$ cat config.mk
export PLATFORM = sky130hd
export DESIGN_NAME = timer_controller_flat
export DESIGN_NICKNAME = d
export VERILOG_FILES = /design/src/rtl/timer_controller_if.sv /design/src/rtl/timer_controller.sv /design/src/flat_wrapper.sv
export SDC_FILE = /design/constraint.sdc
export NUM_CORES = 1
export LEC_CHECK = 0
export CAP_MARGIN = 0
export CORE_ASPECT_RATIO = 1.2
export CORE_MARGIN = 1
export CORE_UTILIZATION = 36
export DETAILED_ROUTE_END_ITERATION = 10
export PLACE_DENSITY = 0.58
export RECOVER_POWER = 25
export SYNTH_ARGS = -nofsm -noshare
export SYNTH_HDL_FRONTEND = slang
export SYNTH_SLANG_ARGS = --single-unit
$ cat constraint.sdc
create_clock -name clock -period 5.5 [get_ports clock]
set_input_delay 1.1 -clock clock [delete_from_list [all_inputs] [get_ports clock]]
set_output_delay 1.1 -clock clock [all_outputs]
set_load 0.05 [all_outputs]
$ cat src/rtl/timer_controller_if.sv
// Configuration bus between the processor side and the timer peripheral.
//   cfg_we    : one-cycle register write strobe
//   cfg_addr  : register select (0=CTRL, 1=PRESCALE, 2=COMPARE, 3=COUNT)
//   cfg_wdata : write data
//   irq_ack   : interrupt acknowledge
//   cfg_rdata : combinational read data of the register at cfg_addr
interface timer_controller_if;
  logic        cfg_we;
  logic [1:0]  cfg_addr;
  logic [31:0] cfg_wdata;
  logic        irq_ack;
  logic [31:0] cfg_rdata;

  modport master (
    output cfg_we, cfg_addr, cfg_wdata, irq_ack,
    input  cfg_rdata
  );

  modport slave (
    input  cfg_we, cfg_addr, cfg_wdata, irq_ack,
    output cfg_rdata
  );
endinterface

$ cat src/rtl/timer_controller.sv
// Programmable interval timer: prescaler, 32-bit tick counter, compare
// register and sticky compare-match interrupt; periodic or one-shot.
//   clock   : rising-edge clock
//   reset   : asynchronous active-low reset
//   cfg     : register bus (slave side), cfg_rdata is combinational
//   count   : current counter value
//   tick    : one-cycle pulse following each counter update
//   irq     : sticky interrupt, set on match when irq_en, cleared by irq_ack
//   running : high while in RUN
module timer_controller #(
  parameter int unsigned PRESCALE_RESET = 49999
) (
  input  logic                clock,
  input  logic                reset,
  timer_controller_if.slave   cfg,
  output logic [31:0]         count,
  output logic                tick,
  output logic                irq,
  output logic                running
);

  localparam int unsigned DW = 32;
  localparam logic [1:0] A_CTRL     = 2'd0;
  localparam logic [1:0] A_PRESCALE = 2'd1;
  localparam logic [1:0] A_COMPARE  = 2'd2;
  localparam logic [1:0] A_COUNT    = 2'd3;

  typedef enum logic [1:0] {ST_IDLE, ST_RUN, ST_DONE} state_e;

  state_e          state_q, state_d;
  logic            enable_q, enable_d;
  logic            periodic_q, periodic_d;
  logic            irq_en_q, irq_en_d;
  logic [DW-1:0]   prescale_q, prescale_d;
  logic [DW-1:0]   compare_q, compare_d;
  logic [DW-1:0]   pre_q, pre_d;
  logic [DW-1:0]   count_q, count_d;
  logic            tick_q, tick_d;
  logic            irq_q, irq_d;
  logic            running_q, running_d;

  logic            wr_ctrl_c, wr_count_c, tick_kill_c, tick_go_c, match_c;
  logic [DW-1:0]   next_cnt_c;

  // Register read mux; returns pre-write values during a write cycle.
  always_comb begin
    cfg.cfg_rdata = '0;
    case (cfg.cfg_addr)
      A_CTRL:     cfg.cfg_rdata = {28'b0, (state_q == ST_DONE), irq_en_q, periodic_q, enable_q};
      A_PRESCALE: cfg.cfg_rdata = prescale_q;
      A_COMPARE:  cfg.cfg_rdata = compare_q;
      A_COUNT:    cfg.cfg_rdata = count_q;
      default:    cfg.cfg_rdata = '0;
    endcase
  end

  // Next-state: prescaler, counter, FSM, irq, with register writes winning.
  always_comb begin
    state_d    = state_q;
    enable_d   = enable_q;
    periodic_d = periodic_q;
    irq_en_d   = irq_en_q;
    prescale_d = prescale_q;
    compare_d  = compare_q;
    pre_d      = pre_q;
    count_d    = count_q;
    irq_d      = irq_q;
    tick_d     = 1'b0;

    wr_ctrl_c  = cfg.cfg_we && (cfg.cfg_addr == A_CTRL);
    wr_count_c = cfg.cfg_we && (cfg.cfg_addr == A_COUNT);
    // A COUNT write or a disabling CTRL write swallows a same-cycle tick.
    tick_kill_c = wr_count_c || (wr_ctrl_c && !cfg.cfg_wdata[0]);
    tick_go_c   = (state_q == ST_RUN) && (pre_q >= prescale_q) && !tick_kill_c;
    next_cnt_c  = count_q + DW'(1);
    match_c     = tick_go_c && (compare_q != '0) && (next_cnt_c == compare_q);

    if (state_q == ST_RUN) begin
      pre_d = (pre_q >= prescale_q) ? '0 : pre_q + DW'(1);
    end

    if (tick_go_c) begin
      tick_d = 1'b1;
      if (match_c) begin
        if (periodic_q) begin
          count_d = '0;
        end else begin
          count_d  = compare_q;
          state_d  = ST_DONE;
          enable_d = 1'b0;
        end
      end else begin
        count_d = next_cnt_c;
      end
    end

    // Set beats acknowledge.
    if (match_c && irq_en_q) begin
      irq_d = 1'b1;
    end else if (cfg.irq_ack) begin
      irq_d = 1'b0;
    end

    if (cfg.cfg_we) begin
      case (cfg.cfg_addr)
        A_CTRL: begin
          enable_d   = cfg.cfg_wdata[0];
          periodic_d = cfg.cfg_wdata[1];
          irq_en_d   = cfg.cfg_wdata[2];
          if (cfg.cfg_wdata[0]) begin
            if (state_q != ST_RUN) begin
              state_d = ST_RUN;
              pre_d   = '0;
            end else begin
              state_d = ST_RUN;
            end
          end else if (state_q == ST_RUN) begin
            state_d = ST_IDLE;
            pre_d   = '0;
          end
        end
        A_PRESCALE: prescale_d = cfg.cfg_wdata;
        A_COMPARE:  compare_d  = cfg.cfg_wdata;
        A_COUNT: begin
          count_d = cfg.cfg_wdata;
          pre_d   = '0;
        end
        default: ;
      endcase
    end

    running_d = (state_d == ST_RUN);
  end

  always_ff @(posedge clock or negedge reset) begin
    if (!reset) begin
      state_q    <= ST_IDLE;
      enable_q   <= 1'b0;
      periodic_q <= 1'b0;
      irq_en_q   <= 1'b0;
      prescale_q <= DW'(PRESCALE_RESET);
      compare_q  <= '0;
      pre_q      <= '0;
      count_q    <= '0;
      tick_q     <= 1'b0;
      irq_q      <= 1'b0;
      running_q  <= 1'b0;
    end else begin
      state_q    <= state_d;
      enable_q   <= enable_d;
      periodic_q <= periodic_d;
      irq_en_q   <= irq_en_d;
      prescale_q <= prescale_d;
      compare_q  <= compare_d;
      pre_q      <= pre_d;
      count_q    <= count_d;
      tick_q     <= tick_d;
      irq_q      <= irq_d;
      running_q  <= running_d;
    end
  end

  assign count   = count_q;
  assign tick    = tick_q;
  assign irq     = irq_q;
  assign running = running_q;

endmodule

$ cat src/flat_wrapper.sv
// flat-port wrapper written by rule: the top's interface ports become plain ports
module timer_controller_flat 
#(
  parameter int unsigned PRESCALE_RESET = 49999
)
  (clock, reset, count, tick, irq, running, cfg_cfg_we, cfg_cfg_addr, cfg_cfg_wdata, cfg_irq_ack, cfg_cfg_rdata);
  timer_controller_if cfg_i ();
  input  logic clock;
  input  logic reset;
  output logic [31:0] count;
  output logic tick;
  output logic irq;
  output logic running;
  input wire logic [$bits(cfg_i.cfg_we)-1:0] cfg_cfg_we;
  input wire logic [$bits(cfg_i.cfg_addr)-1:0] cfg_cfg_addr;
  input wire logic [$bits(cfg_i.cfg_wdata)-1:0] cfg_cfg_wdata;
  input wire logic [$bits(cfg_i.irq_ack)-1:0] cfg_irq_ack;
  output wire logic [$bits(cfg_i.cfg_rdata)-1:0] cfg_cfg_rdata;
  assign cfg_i.cfg_we = cfg_cfg_we;
  assign cfg_i.cfg_addr = cfg_cfg_addr;
  assign cfg_i.cfg_wdata = cfg_cfg_wdata;
  assign cfg_i.irq_ack = cfg_irq_ack;
  assign cfg_cfg_rdata = cfg_i.cfg_rdata;
  timer_controller #(.PRESCALE_RESET(PRESCALE_RESET)) u_core (.clock(clock), .reset(reset), .cfg(cfg_i), .count(count), .tick(tick), .irq(irq), .running(running));
endmodule
==> impl_metrics.py, run 1 <==
metrics = {
    "grt": {
        "busiest_layer": "met2",
        "use_met3": 0.04025,
        "grt_pass1_wl_um": 51330,
        "grt_use_met2": 0.4144,
        "use_met1": 0.3224,
        "grt-ovfl-total": 0,
        "grt_pass1_vias": 8670,
        "antenna_found_initial": 0,
        "grt_usage": 0.2486,
        "grt_start_max_net_pins": 96,
    },
    "logic_synthesis": {
        "yosys_warnings": 0,
        "synth.avg_cell_area_um2": 9.077,
        "synthCells": 1052,
        "yosys_most_used_dff": "dfrtp_1",
        "synth_area_mm2": 0.009549,
        "ys_ff_latch": 136,
        "synth-async-reset-ratio": 1.000,
        "syn-num-nets": 1128,
        "seq_area_frac_synth": 0.3576,
        "synth_edf_count": 0,
        "ys_top_cells_by_area": "dfrtp_1, mux2_2, ha_1, xnor2_1, nand2_1",
        "synth_top_area_frac": 0.3328,
        "synth_top_area_cell": "dfrtp_1",
        "ys_types": 73,
    },
    "layout": {
        "final_common_cell": "dfrtp_1",
        "num-nets-final": 1196,
        "layout_common_cells": "dfrtp_1, clkdlybuf4s50_1, nand2_1",
        "n_antenna_cell": 0,
        "finish.instance_area_mm2": 0.01151,
        "fin_util": 0.4465,
        "syn2layout_area_growth_pct": 20.57,
        "layout-drive-gt1-share": 0.1431,
    },
    "routing": {
        "drt_iter0_drc": 736,
        "wire_per_inst_um": 22.54,
        "drc": 0,
        "ant_nets": 0,
        "viasPerCell": 6.016,
        "routed_wl_um": 32960,
        "vias": 8796,
        "first_pass_iters": 8,
    },
    "sta": {
        "setup_ws_ps": 723.8,
        "worst_pin_slew_ps": 2467,
        "fin_crit_sh": 0.8684,
        "setup_tns_ps": 0,
        "rsz0062_at_grt": "false",
        "finalHoldViolCount": 0,
        "skew_ps": 10.08,
        "slew_headroom": -0.6449,
        "setup_viol": 0,
        "drv_slew": 96,
        "whs_ps": 512.7,
        "fin_crit_ps": 4776,
        "max_freq_mhz": 209.4,
    },
    "floorplan": {
        "die_y_um": 180.4,
        "die-area_mm2": 0.02718,
        "start_util": 0.3703,
        "rows": 64,
        "die_w_um": 150.7,
        "core_mm2": 0.02578,
        "io_pins": 105,
    },
    "min_path": {
        "whs_endpoint": "u_core.pre_q[12]$_DFF_PN0_",
        "worstHoldStart": "u_core.pre_q[12]$_DFF_PN0_",
        "min_path_cells": 1,
        "hold_path.class": "reg -> reg",
    },
    "critical_path": {
        "path_class": "reg -> reg",
        "crit_chain": "ha_1, nand4_2, or4_1, nor3_2, xnor2_1, o221ai_1, or4_1, or3_2, or3b_1, a31oi_1",
        "cp.arrival_ps": 5110,
        "crit_path_end_kind": "flip-flop",
        "r2r_setup_slack_ps": 720,
        "critical_path.startpoint_type": "flip-flop",
        "crit_family": "simple AND/OR/NAND/NOR gates",
        "r2r_cells": 10,
        "required_ps": 5840,
        "slowest_stage": "or3_2",
        "rr_startpoint": "u_core.count[0]$_DFF_PN0_",
        "crit_fanout": 43,
        "critical_path.max_stage_delay_ps": 890,
        "cp.buffers_inverters": 0,
        "cp_common_cell": "or4_1",
        "worstReg2RegEnd": "u_core.count[4]$_DFF_PN0_",
    },
    "cts": {
        "h-tree-depth": 4,
        "cts_tree": "built",
        "hold_buffers": 0,
        "clk_pin_slew_ps": 60,
        "clkLatencyLatePin_ps": 430,
        "cts_sinks": 136,
        "clockBufferDepth": 2,
        "post-cts-setup-buffer-count": 0,
        "cts_root_buffer": "clkbuf_16",
        "post_cts_resized": 0,
        "numCtsBuffers": 17,
    },
    "place": {
        "portBuffers": 104,
        "place_ws_ps": 800.9,
        "place.gp.congestion": 0.9659,
        "dpl-instance-area_mm2": 0.01087,
        "detailed_place_hpwl_um": 24070,
    },
    "power_and_ir_drop": {
        "ir_drop_v": 0.0001973,
        "power_leakage_nw": 4.759,
        "power_density_mw_per_mm2": 364.5,
    },
    "flow_run": {
        "maxCapViolCount": 1,
    },
    "outcome": {
        "violations": "capacitance limit, slew limit",
        "status": "complete, but fails checks",
    },
}
[cell families after synthesis]
family | share of synthesized area
flip-flops | 0.3576
AO/OA/AOI/OAI | 0.1769
adder cells (fa/ha/maj) | 0.04979
XOR/XNOR | 0.06433
AND/OR/NAND/NOR | 0.2019
buffers and inverters | 0.05320
multiplexers | 0.09631
[power by group]
group | internal (mW) | total, mW | switching [mW]
sequential | 1.16 | 1.48 | 0.326
combinational | 0.579 | 1.42 | 0.843
clock | 0.829 | 1.29 | 0.461
total | 2.57 | 4.20 | 1.63
[final cells by class]
cell class	instances	area, um2
clock buffer	20	456.7
clock inverter	11	193.9
fill	2534	14270
inverter	47	176.4
multi-input combinational	791	5628
sequential	136	3415
tap	330	412.9
timing repair buffer	127	1231
[flip-flops by register name, summed over array words and instances (netlist names)]
| name | count |
|---|---|
| u_core.tick | 1 |
| u_core.prescale_q | 32 |
| u_core.pre_q | 32 |
| u_core.irq_en_q | 1 |
| u_core.enable_q | 1 |
| u_core.irq | 1 |
| u_core.count | 32 |
| u_core.running | 1 |
| u_core.compare_q | 32 |
| u_core.periodic_q | 1 |
| u_core.state_q | 2 |
[cell usage after synthesis, types with 26 or more instances]
master and number:
inv_1 45, xor2_1 26, nand2_1 88, o22ai_1 27
xnor2_1 39, clkbuf_1 57, a21oi_1 49, o21ai_0 59
ha_1 38, dfrtp_1 127, nor2_1 60, nand3_1 43
mux2_2 71, a222oi_1 32
[per-stage QoR]
step	power (mW)	cells
6_report	4.196	1462
5_1_grt	4.382	1462
4_1_cts	4.206	1462
3_5_place_dp	2.905	1431
3_3_place_gp	2.903	1431
2_1_floorplan	2.362	1052
[metal layers]
| layer | up-vias | wire [um] |
|---|---|---|
| met5 | - | 0 |
| met1 | 4388 | 14080 |
| li1 | 4069 | - |
| met3 | 59 | 1679 |
| met2 | 280 | 16380 |
| met4 | 0 | 827 |
[how the worst max path moves through the flow]
stage	startpoint	depth (start not counted)	slack [ps]	to
CTS	u_core.count[0]$_DFF_PN0_	10	760	u_core.count[17]$_DFF_PN0_
floorplan	u_core.count[0]$_DFF_PN0_	13	1360	u_core.enable_q$_DFF_PN0_
global placement	u_core.count[0]$_DFF_PN0_	10	900	u_core.count[4]$_DFF_PN0_
detailed placement	u_core.count[0]$_DFF_PN0_	10	800	u_core.count[17]$_DFF_PN0_
global route	u_core.count[0]$_DFF_PN0_	10	510	u_core.count[4]$_DFF_PN0_
finish	u_core.count[0]$_DFF_PN0_	10	720	u_core.count[4]$_DFF_PN0_
(Power assumes the default switching activity.)
==> run 2: changes to the inputs <==
--- a/config.mk
+++ b/config.mk
@@ -5,6 +5,8 @@
 export SDC_FILE = /design/constraint.sdc
 export NUM_CORES = 1
 export LEC_CHECK = 0
+export ABC_AREA = 1
+export ABC_CLOCK_PERIOD_IN_PS = 5500
 export CAP_MARGIN = 0
 export CORE_ASPECT_RATIO = 1.2
 export CORE_MARGIN = 1
@@ -12,6 +14,7 @@
 export DETAILED_ROUTE_END_ITERATION = 10
 export PLACE_DENSITY = 0.58
 export RECOVER_POWER = 25
+export REMOVE_ABC_BUFFERS = 1
 export SYNTH_ARGS = -nofsm -noshare
 export SYNTH_HDL_FRONTEND = slang
 export SYNTH_SLANG_ARGS = --single-unit
==> impl_metrics.py, run 2 <==
metrics = {
    "outcome": {
        "status": "complete, but fails checks",
        "violations": "capacitance limit, slew limit",
    },
    "layout": {
        "final_common_cell": "nand2_1",
        "finish.instance_area_mm2": 0.01276,
        "multiInputGateArea_mm2": 0.006188,
        "fillers": 3155,
        "layout-drive-gt1-share": 0.05730,
        "n_antenna_cell": 0,
        "syn2layout_area_growth_pct": 17.97,
        "ff_latch_area_mm2": 0.003415,
        "layout_common_cells": "nand2_1, inv_1, nor2_1",
        "num-nets-final": 1878,
    },
    "critical_path": {
        "cp_common_cell": "inv_1",
        "cp.arrival_ps": 3710,
        "slowest_stage": "clkdlybuf4s50_1",
        "crit_fanout": 14,
        "path_class": "in -> out",
        "critical_path.startpoint_type": "input pin",
        "critical_path.max_stage_delay_ps": 690,
        "crit_path_end_kind": "output pin",
        "required_ps": 4400,
        "crit_chain": "clkdlybuf4s50_1, inv_1, ha_1, inv_1, buf_4, o221ai_1, nand2_1, inv_1, clkdlybuf4s50_1",
    },
    "cts": {
        "numCtsBuffers": 17,
        "cts_root_buffer": "clkbuf_16",
        "hold_buffers": 0,
        "post_cts_resized": 0,
        "cts_tree": "built",
        "clockBufferDepth": 2,
        "clk_pin_slew_ps": 60,
        "h-tree-depth": 4,
        "post-cts-setup-buffer-count": 0,
        "cts_sinks": 136,
        "clkLatencyLatePin_ps": 440,
    },
    "power_and_ir_drop": {
        "seqPwrFrac": 0.306,
        "power_switching_mw": 2.402,
        "clkPwrFrac": 0.226,
        "power_density_mw_per_mm2": 384.5,
        "power_leakage_nw": 6.172,
        "cell_internal_pwr_mw": 2.504,
        "ir_drop_v": 0.0002099,
        "comb_power_share": 0.468,
        "netSwitchingFraction": 0.4896,
    },
    "floorplan": {
        "die_y_um": 191.9,
        "die_w_um": 160.2,
        "die-area_mm2": 0.03074,
        "start_util": 0.3652,
        "core_mm2": 0.02961,
        "rows": 69,
        "io_pins": 105,
    },
    "sta": {
        "worst_pin_slew_ps": 2678,
        "rsz0062_at_grt": "false",
        "drv_slew": 99,
        "fin_crit_sh": 0.8742,
        "slew_headroom": -0.7853,
        "fin_crit_ps": 4808,
        "setup_tns_ps": 0,
        "max_freq_mhz": 208.0,
        "skew_ps": 13.72,
        "finalHoldViolCount": 0,
        "setup_viol": 0,
    },
    "logic_synthesis": {
        "synth_top_area_frac": 0.2938,
        "yosys_most_used_dff": "dfrtp_1",
        "seq_area_frac_synth": 0.3157,
        "synth_top_area_cell": "dfrtp_1",
        "synthCells": 1723,
        "synth.avg_cell_area_um2": 6.277,
        "yosys_warnings": 0,
        "synth-async-reset-ratio": 1.000,
        "ys_types": 40,
        "ys_ff_latch": 136,
        "synth_commonest_cells": "nand2_1, inv_1, nor2_1",
        "ys_top_cells_by_area": "dfrtp_1, nand2_1, nand3_1, inv_1, nor2_1",
        "synth_area_mm2": 0.01082,
        "synth_edf_count": 0,
        "yosysMostFrequentCell": "nand2_1",
    },
    "routing": {
        "drt_iter0_drc": 823,
        "ant_nets": 0,
        "routed_wl_um": 40460,
        "drc": 0,
        "vias": 11712,
        "first_pass_iters": 6,
        "viasPerCell": 5.312,
        "wire_per_inst_um": 18.35,
    },
    "grt": {
        "grt_start_max_net_pins": 99,
        "grt_usage": 0.2677,
        "antenna_found_initial": 1,
        "grt_pass1_vias": 11100,
        "grt-ovfl-total": 0,
        "grt_pass1_wl_um": 62700,
    },
    "place": {
        "place.gp.congestion": 0.9652,
        "portBuffers": 104,
        "detailed_place_hpwl_um": 30400,
        "dpl-instance-area_mm2": 0.01222,
    },
    "flow_run": {
        "maxCapViolCount": 1,
    },
    "min_path": {
        "hold_path.class": "reg -> reg",
    },
}
==> run 2: routing by layer <==
metal | routed length, um | global-route usage | up-vias
li1 | - | - | 5704
met1 | 16840 | 0.3268 | 5487
met2 | 19570 | 0.4627 | 429
met3 | 2273 | 0.03779 | 90
met4 | 1760 | 0.1308 | 2
met5 | 11 | 0 | -
==> run 2: layout make-up <==
type,count,area share
sequential,136,0.2676
tap,390,0.03825
clock buffer,19,0.03550
inverter,243,0.07149
multi-input combinational,1277,0.4850
clock inverter,13,0.007551
timing repair buffer,127,0.09454
==> run 2: path summary, 6_finish.rpt <==
| kind | start | to | slack, ps | depth (start not counted) |
|---|---|---|---|---|
| max | cfg_cfg_addr[0] | cfg_cfg_rdata[9] | 690 | 9 |
| min | u_core.irq_en_q$_DFFE_PN0P_ | u_core.irq_en_q$_DFFE_PN0P_ | 510 | 2 |
| max reg2reg | u_core.count[0]$_DFF_PN0_ | u_core.count[5]$_DFF_PN0_ | 1680 | 17 |
| min reg2reg | u_core.irq_en_q$_DFFE_PN0P_ | u_core.irq_en_q$_DFFE_PN0P_ | 510 | 2 |
| max in group asynchronous | reset | u_core.count[26]$_DFF_PN0_ | 2370 | 2 |
| min in group asynchronous | reset | u_core.count[4]$_DFF_PN0_ | 1470 | 1 |
==> run 2: cell families after synthesis <==
group,synth area share
adder cells (fa/ha/maj),0.04396
buffers and inverters,0.1128
AND/OR/NAND/NOR,0.3888
AO/OA/AOI/OAI,0.1258
flip-flops,0.3157
XOR/XNOR,0.01296
==> run 2: worst max-delay path, delay by kind of cell <==
family | cells | cell delay [ps]
adder cells (fa/ha/maj) | 1 | 240
buffers and inverters | 6 | 2160
AO/OA/AOI/OAI | 1 | 130
AND/OR/NAND/NOR | 1 | 80
==> run 2: power by group through the flow <==
stage / Clock (mW) / Sequential [mW] / Combinational [mW]
floorplan: 0 / 1.69 / 1.28
global placement: 0 / 1.51 / 2.27
detailed placement: 0 / 1.51 / 2.29
CTS: 1.12 / 1.49 / 2.29
global route: 1.17 / 1.52 / 2.53
finish: 1.11 / 1.50 / 2.30
==> run 2: through the flow <==
step,cells,util,power (mW),worst slack [ps],hold slack [ps]
global route,2205,0.4309,5.219,573.4,534.9
floorplan,1656,-,2.966,1339,453.0
detailed placement,2173,0.4125,3.794,700.9,503.1
global placement,2173,0.4125,3.777,726.9,472.4
finish,2205,0.4309,4.906,692.0,509.6
CTS,2205,0.4311,4.907,700.0,512.9
==> variant (flow settings as in run 2) <==
Encoding of `state_e`: now one-hot (3 bits for 3 states).
--- a/src/rtl/timer_controller.sv
+++ b/src/rtl/timer_controller.sv
@@ -27,3 +27,3 @@
 
-  typedef enum logic [1:0] {ST_IDLE, ST_RUN, ST_DONE} state_e;
+  typedef enum logic [2:0] {ST_IDLE = 3'b001, ST_RUN = 3'b010, ST_DONE = 3'b100} state_e;
 
Check against the original RTL: no difference found for any inputs over 4 cycles, from zero or initial values and one cycle with reset low; so few cycles prove little.
==> variant against run 2 <==
The run still ends with max-capacitance violations, max-slew violations left; worst setup slack gained 0.20 ns; final cell count grew 1.1%; sequential cell count rose by 1; routed wire length fell by 1.7%; worst hold slack worse by 0.0033 ns; power rose by 1.8%; design area up 0.82%; area after synthesis up 1.2%; critical path type unchanged; largest power group unchanged.
==> variant: results (changes against run 2) <==
failing checks=max-capacitance violations, max-slew violations (unchanged); Reg2Reg Launch Point=u_core.count[11] (was u_core.count[0]); vias per cell=5.21 (was 5.31); max incr delay on CP=0.80 ns (was 0.69 ns); number of placed instances, taps included=2197 (was 2173); Setup Skew=0.0149 ns (was 0.0137 ns); hold_sp=u_core.prescale_q[3] (was u_core.irq_en_q); Initial DRC Count=738 (was 823); worst r2r dst=u_core.count[6] (was u_core.count[5]); largest net degree at the start of global routing=65 (was 99); Max Cap Viol=1 (unchanged); cts bufs inserted=17 (unchanged); xor-xnor portion of the synthesized cell area=1.89% (was 1.30%); VDD IR max=0.195 mV (was 0.210 mV); Arrival @ worst endpoint=3.51 ns (was 3.71 ns); Critical Path Fanout Max=31 (was 14); placed cell areas=12300 sq um (was 12200 sq um); nets=1902 (was 1878); Area contributors post-synth=dfrtp_1 29%, nand2_1 19%, inv_1 8.6% (was dfrtp_1 29%, nand2_1 17%, nand3_1 8.3%); Adder-Cell Fraction of Synth Area=4.34% (was 4.40%); post-detailed-route wirelength per cell=17.8 microns (was 18.3 microns); Routability Congestion=0.985 (was 0.965); vias in the first global route=11300 (was 11100); Rel. slew slack=-72.8% (was -78.5%); status=complete, but fails checks (unchanged); first-pass GRT wire length=62300 microns (was 62700 microns); HPWL Detailed=30000 microns (was 30400 microns); Comb group=0.00238 W (was 0.00230 W); P_leak=6.48 nW (was 6.17 nW); fraction of power consumed by combinational cells=47.6% (was 46.8%); hold path depth=2 (unchanged); Final period util=83.9% (was 87.4%); Yosys cell types=41 (was 40); complex-gate fraction of the synthesized area=12.6% (about the same); CP Capture Point=cfg_cfg_rdata[15] (was cfg_cfg_rdata[9]); Detailed Routing Iterations Pass 1=7 (was 6); Setup Slack @ Placement=0.896 ns (was 0.701 ns); layout cell share with drive strength beyond 1=6.25% (was 5.73%); post-synthesis sequential area ratio=31.4% (was 31.6%); total track usage=26.3% (was 26.8%); max-slew violation count=45 (was 99); Worst Hold Endpoint=u_core.prescale_q[3] (was u_core.irq_en_q); flop-to-flop setup slack=1.92 ns (was 1.68 ns); cell count after synthesis=1747 (was 1723)
==> variant: cell types whose count changed after synthesis, sizes merged, moves of 8 or more <==
cell | before | now
inv | 239 | 252
nand2 | 499 | 550
nand3 | 180 | 142
nor2 | 254 | 241
nor3 | 11 | 19
o21ai | 144 | 154
==> variant: layout make-up <==
cell class,instances,area (sq um)
Timing Repair Buffer,120,1140
Inverter,254,953
Multi-Input combinational cell,1296,6290
Sequential cell,137,3440
Fill cell,3225,16900
Tap cell,390,488
Clock inverter,14,110
Clock buffer,18,439
==> variant: kinds of logic (layout without fill, tap and decap cells) <==
| family | after synthesis | in the layout |
|---|---|---|
| AND/OR/NAND/NOR | 997 | 997 |
| buffers and inverters | 314 | 406 |
| AO/OA/AOI/OAI | 239 | 239 |
| flip-flops | 137 | 137 |
| adder cells (fa/ha/maj) | 38 | 38 |
| XOR/XNOR | 22 | 22 |
==> variant: routing by layer <==
metal,track usage (%),wire [microns]
met2,45.6,19400
met1,31.8,16700
met5,0,9
met3,3.51,1850
met4,14.4,1830
